<file path="src/rtl/stream_demux_pkg.sv">
// Shared definitions for the stream demultiplexer: mode encodings and a width helper.
package stream_demux_pkg;

  localparam logic MODE_DIRECTED = 1'b0;
  localparam logic MODE_RR       = 1'b1;

  // Index width for n items, never narrower than one bit.
  function automatic int clog2w(input int n);
    return (n <= 2) ? 1 : $clog2(n);
  endfunction

endpackage

</file>
<file path="src/rtl/demux_fifo.sv">
// Count-based synchronous FIFO for one output channel; read data reads as zero while empty.
module demux_fifo
  import stream_demux_pkg::*;
#(
  parameter int DATA_W     = 8,
  parameter int FIFO_DEPTH = 4
) (
  input  logic              clk,
  input  logic              rst,
  input  logic              push,
  input  logic              pop,
  input  logic [DATA_W-1:0] wdata,
  output logic [DATA_W-1:0] rdata,
  output logic              empty,
  output logic              full
);

  localparam int PTR_W = clog2w(FIFO_DEPTH);
  localparam logic [PTR_W:0] DEPTH_C = (PTR_W+1)'(FIFO_DEPTH);

  logic [DATA_W-1:0] mem [FIFO_DEPTH];
  logic [PTR_W-1:0]  wptr, rptr;
  logic [PTR_W:0]    count;
  logic              do_push, do_pop;

  assign empty   = (count == '0);
  assign full    = (count == DEPTH_C);
  assign do_push = push && !full;
  assign do_pop  = pop && !empty;
  assign rdata   = empty ? '0 : mem[rptr];

  // Depth is a power of two, so pointers wrap by natural overflow.
  always_ff @(posedge clk) begin
    if (rst) begin
      wptr  <= '0;
      rptr  <= '0;
      count <= '0;
    end else begin
      if (do_push) wptr <= wptr + 1'b1;
      if (do_pop)  rptr <= rptr + 1'b1;
      unique case ({do_push, do_pop})
        2'b10:   count <= count + 1'b1;
        2'b01:   count <= count - 1'b1;
        default: count <= count;
      endcase
    end
  end

  always_ff @(posedge clk) begin
    if (do_push) mem[wptr] <= wdata;
  end

endmodule

</file>
<file path="src/rtl/stream_demux_buf.sv">
// Routes one valid/ready stream to NUM_CH FIFO-buffered channels, by explicit select or round-robin.
module stream_demux_buf
  import stream_demux_pkg::*;
#(
  parameter int  DATA_W     = 8,
  parameter int  NUM_CH     = 4,
  parameter int  FIFO_DEPTH = 4,
  localparam int SEL_W      = clog2w(NUM_CH)
) (
  input  logic                     clk,
  input  logic                     rst,
  input  logic                     mode,
  input  logic                     in_valid,
  output logic                     in_ready,
  input  logic [DATA_W-1:0]        in_data,
  input  logic [SEL_W-1:0]         in_sel,
  output logic [NUM_CH-1:0]        out_valid,
  input  logic [NUM_CH-1:0]        out_ready,
  output logic [NUM_CH*DATA_W-1:0] out_data,
  output logic [NUM_CH-1:0]        ch_full,
  output logic                     err_sel
);

  localparam logic [SEL_W:0]   NUM_CH_C = (SEL_W+1)'(NUM_CH);
  localparam logic [SEL_W-1:0] LAST_CH  = SEL_W'(NUM_CH - 1);

  logic [SEL_W-1:0]  rr_ptr, tgt;
  logic              sel_ok, tgt_full, accept;
  logic [NUM_CH-1:0] full, empty, push, pop;

  // Readiness looks only at registered counts: a full FIFO popping this cycle still stalls.
  always_comb begin
    tgt      = (mode == MODE_RR) ? rr_ptr : in_sel;
    sel_ok   = ({1'b0, tgt} < NUM_CH_C);
    tgt_full = 1'b0;
    for (int c = 0; c < NUM_CH; c++)
      if (tgt == SEL_W'(c)) tgt_full = full[c];
    in_ready = sel_ok ? !tgt_full : 1'b1;
    accept   = in_valid && in_ready;
  end

  assign out_valid = ~empty;
  assign ch_full   = full;
  assign pop       = out_valid & out_ready;

  for (genvar c = 0; c < NUM_CH; c++) begin : g_ch
    assign push[c] = accept && sel_ok && (tgt == SEL_W'(c));

    demux_fifo #(
      .DATA_W     (DATA_W),
      .FIFO_DEPTH (FIFO_DEPTH)
    ) u_fifo (
      .clk   (clk),
      .rst   (rst),
      .push  (push[c]),
      .pop   (pop[c]),
      .wdata (in_data),
      .rdata (out_data[c*DATA_W +: DATA_W]),
      .empty (empty[c]),
      .full  (full[c])
    );
  end

  always_ff @(posedge clk) begin
    if (rst) begin
      rr_ptr  <= '0;
      err_sel <= 1'b0;
    end else begin
      if (accept && mode == MODE_RR)
        rr_ptr <= (rr_ptr == LAST_CH) ? '0 : rr_ptr + 1'b1;
      // Out-of-range beats are swallowed; remember that it happened.
      if (in_valid && mode == MODE_DIRECTED && !sel_ok)
        err_sel <= 1'b1;
    end
  end

endmodule

</file>
<file path="config.mk">
export PLATFORM = sky130hd
export DESIGN_NAME = stream_demux_buf
export DESIGN_NICKNAME = d
export VERILOG_FILES = /design/src/rtl/stream_demux_pkg.sv /design/src/rtl/demux_fifo.sv /design/src/rtl/stream_demux_buf.sv
export SDC_FILE = /design/constraint.sdc
export NUM_CORES = 1
export LEC_CHECK = 0
export ABC_CLOCK_PERIOD_IN_PS = 3700
export BUFFER_PORTS_ARGS = -buffer_cell sky130_fd_sc_hd__clkbuf_2
export CAP_MARGIN = 20
export CORE_ASPECT_RATIO = 0.7
export CORE_MARGIN = 1
export CORE_UTILIZATION = 30
export CTS_CLUSTER_DIAMETER = 120
export DETAILED_ROUTE_END_ITERATION = 10
export PLACE_DENSITY_LB_ADDON = 0.12
export SLEW_MARGIN = 0
export SYNTH_ARGS = -nofsm -noshare
export SYNTH_HDL_FRONTEND = slang
export SYNTH_SLANG_ARGS = --single-unit
</file>
<file path="constraint.sdc">
create_clock -name clk -period 3.7 [get_ports clk]
set_input_delay 0.74 -clock clk [delete_from_list [all_inputs] [get_ports clk]]
set_output_delay 0.74 -clock clk [all_outputs]
set_load 0.01 [all_outputs]
</file>
Word level (Yosys, flattened, before mapping)
Memories as Yosys holds them, arrays and structs flattened. A register that Yosys moved wholly into a read port is not among the register bits.
Cells that the tools add are included.
Storage, ports and cells
  memories kept: 4
  word-level logic and storage cells: 114
  bits in registers: 30
  bits in writable memories: 128
Operators by class
  bitwise logic cells: 2
  equality and inequality tests: 16
  $add $sub $neg: 17
  reduce and logical (&&, ||, !) cells: 32
  multiplexer cells: 30
Memories
  g_ch[0].u_fifo.mem: words 4, bits a word 8, rd ports 1, clocked after memory_dff 1, write ports 1, line demux_fifo.sv:21  | logic [DATA_W-1:0] mem [FIFO_DEPTH];
  g_ch[1].u_fifo.mem: words 4, bits a word 8, rd ports 1, clocked after memory_dff 1, write ports 1, line demux_fifo.sv:21
  g_ch[2].u_fifo.mem: words 4, bits a word 8, rd ports 1, clocked after memory_dff 1, write ports 1, line demux_fifo.sv:21
  g_ch[3].u_fifo.mem: words 4, bits a word 8, rd ports 1, clocked after memory_dff 1, write ports 1, line demux_fifo.sv:21
Operator list (count)
  $mux 8: 4
  $pmux 3 s2: 4
  $mux 2: 10
  $add 2x1->2 const B: 9
  $eq 2x2->1 const B: 7
  $logic_and 1x1->1: 14
  $add 3x1->3 const B: 4
  $eq 3x3->1 const B: 4
  $logic_not 3->1: 4
  $mux 1: 12
  $sub 3x1->3 const B: 4
  $eq 2x1->1 const B: 5
  $logic_not 1->1: 9
  $reduce_bool 2->1: 4
  $and 4x4->4: 1
  $not 4->4: 1
  $logic_not 2->1: 1

Depth between registers and ports, before layout
  depth after elaboration: 12
  mapped depth: 10
  mapped depth without buffers: 9

By module
From an unflattened synthesis, not the netlist that was laid out.
Unflattened totals
  cell total of the unflattened synthesis: 454
  area, all modules: 7139.3 um2
Modules (own cells, without submodules)
  demux_fifo: cells an instance 105, instances 4, area each 1715.4 um2, sequential area each 1141.1 um2
  stream_demux_buf: cells an instance 34, instances 1, area each 277.8 um2, sequential area each 40.0 um2

Least setup slack after synthesis
OpenSTA, ideal clock, no wires.
  path kind: input to register
  from: in mode
  to: reg g_ch[1].u_fifo.count[2]
  setup time: 70 ps
  arrival: 2745 ps
  cell stages on the path: 10
  path slack: 885 ps
  required time: 3630 ps
  cell sequence: mux2i_1 > and4bb_2 > buf_2 > inv_1 > ha_1 > inv_1 > fa_1 > xor2_1 > or3_1 > a21oi_1
On the way
  longest elaborated chain between the ends: 12
  elaborated cells on any way between the ends: 17
  classes of those cells: 5 x eq/ne; 6 x mux; 6 x reduce/logical
RTL lines
  start, declared: line stream_demux_buf.sv:12  | input logic mode,
  $mux 2 *: line stream_demux_buf.sv:33  | tgt = (mode == MODE_RR) ? rr_ptr : in_sel;
  $logic_not 2->1: line stream_demux_buf.sv:37  | if (tgt == SEL_W'(c)) tgt_full = full[c];
  $mux 1 (4 in series): line stream_demux_buf.sv:37
  $logic_not 1->1: line stream_demux_buf.sv:38  | in_ready = sel_ok ? !tgt_full : 1'b1;
  $logic_and 1x1->1: line stream_demux_buf.sv:39  | accept = in_valid && in_ready;
  $logic_and 1x1->1 *: line stream_demux_buf.sv:47  | assign push[c] = accept && sel_ok && (tgt == SEL_W'(c));
  $logic_and 1x1->1 *: line demux_fifo.sv:28  | assign do_push = push && !full;
  $eq 2x1->1 or $eq 2x2->1 (tied branches): line demux_fifo.sv:41  | unique case ({do_push, do_pop})
  $pmux 3 s2 or $reduce_bool 2->1 (tied branches)
  end signal, assigned: line demux_fifo.sv:42  | 2'b10: count <= count + 1'b1;
  end signal, assigned: line demux_fifo.sv:43  | 2'b01: count <= count - 1'b1;
  end signal, assigned: line demux_fifo.sv:44  | default: count <= count;
  end, declared: line demux_fifo.sv:23  | logic [PTR_W:0] count;
Mark *: on every way between the ends. The rest lies on a longest branch, timed or not.
A chain may end at the register's enable or synchronous reset.

==> out/results.tsv <==
metric	value	unit
status	finished, violations left	
violations	design-rule violations	
die-area	23600	sq um
combPwrFrac	0.182	
cts_hold_buf	0	
drt-pass1-iter-count	7	
wl_met1	6740	microns
hold_end	g_ch[1].u_fifo.count[2]	
rsz0062_at_grt	false	
power_switching	1350	uW
finalCritPeriodShare	0.750	
required	2.96	ns
regToRegSetupSlack	1.22	ns
clkLatencyLatePin	0.43	ns
path_cells	mux4_2 > and2_1 > clkbuf_2	
final-seq-area	4600	sq um
max_slew.worst_pin.slew	0.853	ns
post_cts_buffers	0	
leakage	0.00279	uW
place_congestion	0.681	
fmax	360	MHz
crit_path_max_fanout	8	
worstPathBufferInverterCount	1	
fin_crit	2.78	ns
synth.net_count	471	
avgSynthCellArea	16.1	sq um
critPathArrivalTime	2.04	ns
fin_area	8070	sq um
core	22600	sq um
final_hold_viol_count	0	
grt_max_degree	37	
worstSetupPathType	register to primary output	
die_y	129	microns
pin_count	60	
numCtsBuffers	17	
post_dp_cell_area	7480	sq um
synth_cells	428	
slew_viol_final	0	
top_layer_used	met4	
wl_per_cell	17.0	microns
cpPeakStageDelay	0.71	ns
path_delay_family	flip-flops	
grt_first_pass_wirelength	21000	microns
crit_slowest_cell	dfxtp_1	
max_slew_margin	0.431	
start_kind	register	
ctsResizeCount	0	
clkSinkCount	166	
vias_per_cell	4.34	
syn_area	6900	sq um
wl_met2	6380	microns
fillers	2168	
worstHoldPathType	register to register	
p_per_area	605	nW/um^2
grt_antenna_before_repair	0	
drtAntennaViolNets	0	
wl_met3	478	microns
hold_depth	2	
finalSetupViolCount	0	
wl	13700	microns
grt_pass1_vias	3698	
initial_core_util	0.305	
diodes	0	
vias	3503	
seq_power_share	0.457	
path_clk_slew	0.07	ns
grt_util_all_layers	0.125	
multi_input_area	2080	sq um
finalSetupTns	0	ns
power.share.clock	0.361	
drt_iter0_drc	172	
max-cap-violations	0	
clock_skew	0.0131	ns
critPathCaptureType	primary output	
drc	1	
hpwl	9010	microns
rr_worst_depth	9	
grt_overflow	0	
yosys_register_bits	166	
rows	46	
cts_tree	yes	
htreeDepth	4	
cts_root_buf	clkbuf_16	
layout-drive-gt1-share	0.272	
cell_internal_pwr	3540	uW
die_w	183	microns
r2r-end	g_ch[2].u_fifo.count[2]	
power.share.switching	0.277	
ys_warn_count	0	
peakVddDrop	0.000341	V
yosysSeqAreaShare	0.667	
nets	526	
io_buffers	58	
area_growth	16.9	%
holdCritStartpoint	g_ch[1].u_fifo.count[2]	
r2r_start	rr_ptr[1]	
synth.distinct_cells	35	
cts_max_path_buffers	2	
## metrics by stage
step / util / worst slack (ns) / cells / power (uW) / hold WS (ns)
final: 0.357 / 0.924 / 808 / 4890 / 0.499
after global routing: 0.357 / 0.762 / 808 / 5150 / 0.542
after CTS: 0.357 / 0.844 / 808 / 4960 / 0.500
after global placement: 0.331 / 0.733 / 776 / 3170 / 0.475
after floorplan: - / 0.885 / 428 / 2870 / 0.461
after detailed placement: 0.331 / 0.630 / 776 / 3200 / 0.489
## worst min-delay path, stage by stage, from the launching register on
cell and delay, ns:
dfxtp_1 0.33, o21ai_0 0.07, a21oi_1 0.06
## layout by cell type, fill, tap and decap left out, drive strengths merged
master	count
and2	52
clkbuf	77
clkinv	1
nand2	2
and3	2
bufinv	1
or3	8
buf	2
fa	4
xor2	12
nor3b	3
mux2	2
nor3	1
dfxtp	38
edfxtp	128
conb	1
inv	34
xnor2	8
nand2b	2
or3b	1
clkinvlp	2
a22oi	1
mux2i	8
nand3	4
ha	21
mux4	32
and4	1
o21ai	4
and4bb	2
nor4b	1
a21oi	9
nor2b	1
nor2	31
## layer usage
metal / up-vias / GRT usage
met5: - / 0
met3: 10 / 0.0368
met2: 51 / 0.199
met1: 1783 / 0.164
met4: 0 / 0.0426
li1: 1659 / -
## area by class of cell
class	count	area share
timing repair buffer	60	0.0378
clock inverter	13	0.0161
multi-input combinational	213	0.258
clock buffer	19	0.0575
sequential	166	0.570
inverter	25	0.0116
tap	312	0.0484
## worst max path at each step
| stage | depth (start not counted) | slack (ns) | to | from |
|---|---|---|---|---|
| 6_report | 3 | 0.92 | out_data[17] | register |
| 5_1_grt | 3 | 0.76 | out_data[24] | register |
| 4_1_cts | 3 | 0.84 | out_data[13] | register |
| 3_5_place_dp | 10 | 0.63 | g_ch[2].u_fifo.count[2] | mode |
| 3_3_place_gp | 10 | 0.73 | g_ch[2].u_fifo.count[2] | mode |
| 2_1_floorplan | 10 | 0.89 | g_ch[1].u_fifo.count[2] | mode |
## state kept, by name, indices dropped and copies added, names as in the netlist, named ones only
signal	flops
g_ch.u_fifo.mem	128
g_ch.u_fifo.count	12
g_ch.u_fifo.rptr	8
g_ch.u_fifo.wptr	8
rr_ptr	2
## cell usage after synthesis
master	count	share of area
a21oi_1	9	0.0065
a22oi_2	1	0.0018
and2_1	52	0.047
and3_2	2	0.0022
and4_2	1	0.0014
and4bb_2	2	0.0036
buf_2	5	0.0036
buf_4	6	0.0065
clkbuf_1	12	0.0065
clkbuf_4	1	0.0011
conb_1	1	0.00054
dfxtp_1	38	0.11
edfxtp_1	128	0.56
fa_1	4	0.012
ha_1	21	0.038
inv_1	25	0.014
mux2_2	1	0.0016
mux2_4	1	0.0022
mux2i_1	7	0.010
mux2i_2	1	0.0020
mux4_2	32	0.10
nand2_1	2	0.0011
nand2b_1	2	0.0018
nand3_1	4	0.0029
nor2_1	31	0.017
nor2b_1	1	0.00091
nor3_1	1	0.00072
nor3b_1	2	0.0022
nor3b_2	1	0.0018
nor4b_4	1	0.0034
o21ai_0	4	0.0029
or3_1	8	0.0072
or3b_1	1	0.0013
xnor2_1	8	0.010
xor2_1	12	0.015
## cell families (layout without fill, tap and decap cells)
kind of cell / count (synthesis) / after routing / share of synthesized area
flip-flops: 166 / 166 / 0.667
AND/OR/NAND/NOR: 111 / 111 / 0.0946
adder cells (fa/ha/maj): 25 / 25 / 0.0497
XOR/XNOR: 20 / 20 / 0.0254
multiplexers: 42 / 42 / 0.120
other: 1 / 1 / 0.000543
buffers and inverters: 49 / 117 / 0.0314
AO/OA/AOI/OAI: 14 / 14 / 0.0112
## power by group through the flow
stage / combinational [uW] / sequential [uW] / clock [uW]
final: 887 / 2230 / 1770
after global routing: 1010 / 2260 / 1890
after CTS: 920 / 2240 / 1800
after detailed placement: 916 / 2280 / 0
after global placement: 898 / 2280 / 0
after floorplan: 683 / 2190 / 0
(Power assumes the default switching activity.)
